`src/rtl/rf_dump.sv`:
```
// Debug read-out engine: walks the register file read port over an inclusive,
// wrapping index range and streams each captured word out with its index.
module rf_dump #(
   parameter int NREGS = 32,
   parameter int AW    = 5,
   parameter int DW    = 32
) (
   input  logic          clk,
   input  logic          reset,
   input  logic          start,
   input  logic [AW-1:0] first,
   input  logic [AW-1:0] last,
   input  logic          abort,
   output logic [AW-1:0] RA,
   input  logic [DW-1:0] A,
   output logic          out_valid,
   input  logic          out_ready,
   output logic [DW-1:0] out_data,
   output logic [AW-1:0] out_index,
   output logic          out_last,
   output logic          busy,
   output logic          done
);

   typedef enum logic [1:0] {
      S_IDLE  = 2'd0,
      S_FETCH = 2'd1,
      S_HOLD  = 2'd2
   } state_t;

   localparam logic [AW-1:0] LAST_IDX = AW'(NREGS - 1);

   state_t        r_state, w_state_next;
   logic [AW-1:0] r_idx,   w_idx_next;
   logic [AW-1:0] r_end,   w_end_next;
   logic [AW-1:0] r_index, w_index_next;
   logic [DW-1:0] r_data,  w_data_next;
   logic          r_valid, w_valid_next;
   logic          r_last,  w_last_next;
   logic          r_done,  w_done_next;

   always_ff @(posedge clk or negedge reset) begin
      if (!reset) begin
         r_state <= S_IDLE;
         r_idx   <= '0;
         r_end   <= '0;
         r_index <= '0;
         r_data  <= '0;
         r_valid <= 1'b0;
         r_last  <= 1'b0;
         r_done  <= 1'b0;
      end else begin
         r_state <= w_state_next;
         r_idx   <= w_idx_next;
         r_end   <= w_end_next;
         r_index <= w_index_next;
         r_data  <= w_data_next;
         r_valid <= w_valid_next;
         r_last  <= w_last_next;
         r_done  <= w_done_next;
      end
   end

   always_comb begin
      w_state_next = r_state;
      w_idx_next   = r_idx;
      w_end_next   = r_end;
      w_index_next = r_index;
      w_data_next  = r_data;
      w_valid_next = r_valid;
      w_last_next  = r_last;
      w_done_next  = 1'b0;

      case (r_state)
         S_IDLE: begin
            // abort is meaningless here, so start always wins
            if (start) begin
               w_idx_next   = first;
               w_end_next   = last;
               w_state_next = S_FETCH;
            end
         end
         S_FETCH: begin
            if (abort) begin
               w_state_next = S_IDLE;
            end else begin
               w_data_next  = A;
               w_index_next = r_idx;
               w_last_next  = (r_idx == r_end);
               w_valid_next = 1'b1;
               w_state_next = S_HOLD;
            end
         end
         S_HOLD: begin
            if (abort) begin
               w_valid_next = 1'b0;
               w_state_next = S_IDLE;
            end else if (r_valid && out_ready) begin
               w_valid_next = 1'b0;
               if (r_last) begin
                  w_done_next  = 1'b1;
                  w_state_next = S_IDLE;
               end else begin
                  w_idx_next   = (r_idx == LAST_IDX) ? '0 : r_idx + 1'b1;
                  w_state_next = S_FETCH;
               end
            end
         end
         default: begin
            w_state_next = S_IDLE;
         end
      endcase
   end

   assign RA        = r_idx;
   assign out_valid = r_valid;
   assign out_data  = r_data;
   assign out_index = r_index;
   assign out_last  = r_last;
   assign busy      = (r_state != S_IDLE);
   assign done      = r_done;

endmodule

```
`config.mk`:
```
export PLATFORM = sky130hd
export DESIGN_NAME = rf_dump
export DESIGN_NICKNAME = d
export VERILOG_FILES = /design/src/rtl/rf_dump.sv
export SDC_FILE = /design/constraint.sdc
export NUM_CORES = 1
export LEC_CHECK = 0
export CORE_MARGIN = 5
export CORE_UTILIZATION = 61
export DETAILED_ROUTE_END_ITERATION = 10
export DONT_BUFFER_PORTS = 1
export HOLD_SLACK_MARGIN = 0.02
export PLACE_DENSITY = 0.77
export SETUP_SLACK_MARGIN = 0.02
export SLEW_MARGIN = 20
export SYNTH_ARGS = -nofsm -noshare
export SYNTH_HDL_FRONTEND = slang
export SYNTH_SLANG_ARGS = --single-unit
```
`constraint.sdc`:
```
create_clock -name clk -period 2.5 [get_ports clk]
set_clock_uncertainty 0.2 [all_clocks]
set_input_delay 0.5 -clock clk [delete_from_list [all_inputs] [get_ports clk]]
set_output_delay 0.5 -clock clk [all_outputs]
set_load 0.02 [all_outputs]
```
==> qor.yml <==
status: "finished, final reports clean"
hold_viol_final: 0
tightestPinTransition_ps: 420
antenna-diode-count: 0
yosysWarnings: 0
max_freq_mhz: 470
dominantRegCellSynth: "dfrtp_1"
die_w_um: 69.8
synth_nets: 195
cp_slowest_cell: "dfrtp_1"
wl_met2_mm: 2.15
endpoint_kind: "register"
drive_gt1_frac: 0.247
clock_sinks: 52
root_buffer: "clkbuf_4"
period_share: 0.850
cpPeakStageDelay_ps: 530
wl_met3_um: 488
coreArea_um2: 3390
grt_use_total: 0.180
cap_violations: 0
clkPwrFrac: 0.114
fin_nets: 203
cp.buffers_inverters: 0
layout.filler_cells: 244
yosysSeqAreaShare: 0.597
met1_length_mm: 1.50
pwr-share-comb: 0.216
fin_cells: 200
rsz0062_at_grt: "no"
cp.arrival_ps: 2190
setup_viol: 0
layout_common_cells: "52 x dfrtp_1, 23 x mux2_1, 21 x mux2_2, 5 x xnor2_1, 5 x clkbuf_4"
htree_num_levels: 2
total_leakage_power_nw: 0.991
clk_pin_slew_ps: 130
period_minus_slack_ps: 2130
crit_chain: "ha_1 -> and3_1 -> ha_1 -> nor3b_2 -> a32oi_1 -> o211ai_1"
p_seq_frac: 0.670
syn_area_per_cell_um2: 14.9
power_switching_w: 0.00119
dieArea_um2: 4870
crit_top_cell: "ha_1"
grt_pass1_vias: 1332
synth_edf_count: 0
required_ps: 2570
drt-total-wl_mm: 4.18
io_pins: 93
worstSetupPathType: "register to register"
postLayoutCellArea_um2: 2330
async_flop_share: 1.00
syn_area_um2: 2180
viasPerCell: 5.90
critical-path-top-delay-family: "flip-flops"
start_util: 0.643
drv_slew: 0
ys_seq_elements: 52
vdd.ir_drop.worst_v: 0.000829
die_h_um: 69.8
dp.cells: 190
syn_to_final_growth_pct: 6.83
antenna_left: 0
wire_per_inst_um: 20.9
tns_ps: 0
slew_headroom: 0.720
grt_pass1_wl_mm: 6.87
switching_share: 0.418
grt_antenna_before_repair: 0
synth_cell_types: 33
via_count: 1179
hold_class: "input port to register"
cp-start-kind: "register"
mostFrequentLayoutCell: "dfrtp_1"
clock_path_buffers: 2
grt-ovfl-total: 0
cp_max_fo: 6
dp_hpwl_mm: 3.21
top_layer_used: "met4"
rows: 21
portBuffers: 0
cts_setup_buffers: 0
placed_area_um2: 2230
drc_errors: 0
grt_start_max_net_pins: 53
clk_latency_ps: 350
power.density_nw_per_um2: 1220
drt_first_pass_iters: 4
synth_cells: 146
p_int_w: 0.00166
cts_tree: "done"
drtIter0Drc: 57
gp_congestion: 0.731
cts_buffers: 5
-- power groups by stage --
| stage | sequential, W | clock [W] | combinational [W] |
|---|---|---|---|
| 3_3_place_gp | 0.00192 | 0 | 0.000560 |
| 6_report | 0.00191 | 0.000326 | 0.000615 |
| 3_5_place_dp | 0.00194 | 0 | 0.000601 |
| 5_1_grt | 0.00197 | 0.000378 | 0.000696 |
| 2_1_floorplan | 0.00184 | 0 | 0.000491 |
| 4_1_cts | 0.00192 | 0.000344 | 0.000629 |
-- through the flow --
step	total power (W)	setup WS, ps	hold slack [ps]	utilization
final	0.00285	374	73.4	0.687
after global routing	0.00304	220	42.6	0.687
after CTS	0.00289	206	55.1	0.685
after detailed placement	0.00254	269	5.66	0.658
after global placement	0.00248	351	5.66	0.658
after floorplan	0.00233	453	4.41	-
-- cell usage after synthesis, drive strengths merged, types with 2 or more instances --
cell | instances | area (µm²)
xnor2 | 5 | 43.8
nand3b | 2 | 15.0
dfrtp | 52 | 1300
a32oi | 2 | 17.5
o21ai | 2 | 10.0
o211ai | 2 | 15.0
and3 | 2 | 12.5
nor3b | 2 | 20.0
mux2 | 46 | 526
nand3 | 2 | 10.0
inv | 5 | 23.8
o311ai | 2 | 17.5
ha | 2 | 25.0
buf | 5 | 36.3
nand2b | 2 | 12.5
nand2 | 2 | 7.51
-- registers in the layout, indices dropped and copies added, names as in the netlist --
signal / count
out_data: 32
r_end: 5
RA: 5
r_state: 2
done: 1
out_last: 1
out_valid: 1
out_index: 5
-- metal layers --
layer	GRT usage	vias up
li1	-	538
met1	0.191	579
met2	0.303	57
met3	0.0899	5
met4	0.0702	0
met5	0	-
-- cells by family after synthesis --
family | synth area share
AND/OR/NAND/NOR | 0.0505
AO/OA/AOI/OAI | 0.0477
multiplexers | 0.246
adder cells (fa/ha/maj) | 0.0115
flip-flops | 0.597
buffers and inverters | 0.0276
XOR/XNOR | 0.0201
-- cell type report --
type / instances / area (µm²) / area share
Clock buffer: 6 / 41.3 / 0.0177
Clock inverter: 1 / 5.00 / 0.00215
Inverter: 5 / 23.8 / 0.0102
Multi-Input combinational cell: 84 / 830 / 0.356
Sequential cell: 52 / 1300 / 0.559
Tap cell: 46 / 57.6 / 0.0247
Timing Repair Buffer: 6 / 70.1 / 0.0301
-- path summary, 6_finish.rpt --
kind	from	endpoint	slack [ps]	depth (start not counted)
setup / recovery	RA[1]$_DFFE_PN0P_	RA[2]$_DFFE_PN0P_	370	6
hold / removal	A[2]	out_data[2]$_DFFE_PN0P_	70	1
setup reg to reg	RA[1]$_DFFE_PN0P_	RA[2]$_DFFE_PN0P_	370	6
hold reg to reg	r_end[1]$_DFFE_PN0P_	r_end[1]$_DFFE_PN0P_	330	1
max in group asynchronous	reset	out_data[11]$_DFFE_PN0P_	1420	2
min in group asynchronous	reset	out_data[30]$_DFFE_PN0P_	470	2
-- repair_timing --
item                                    CTS  global route
gates resized for setup                   0             1
hold endpoints to repair                 54             0
endpoints found under the setup margin    0             1
hold buffers                              3             0
Note: power is estimated with default switching activity, not from simulation.
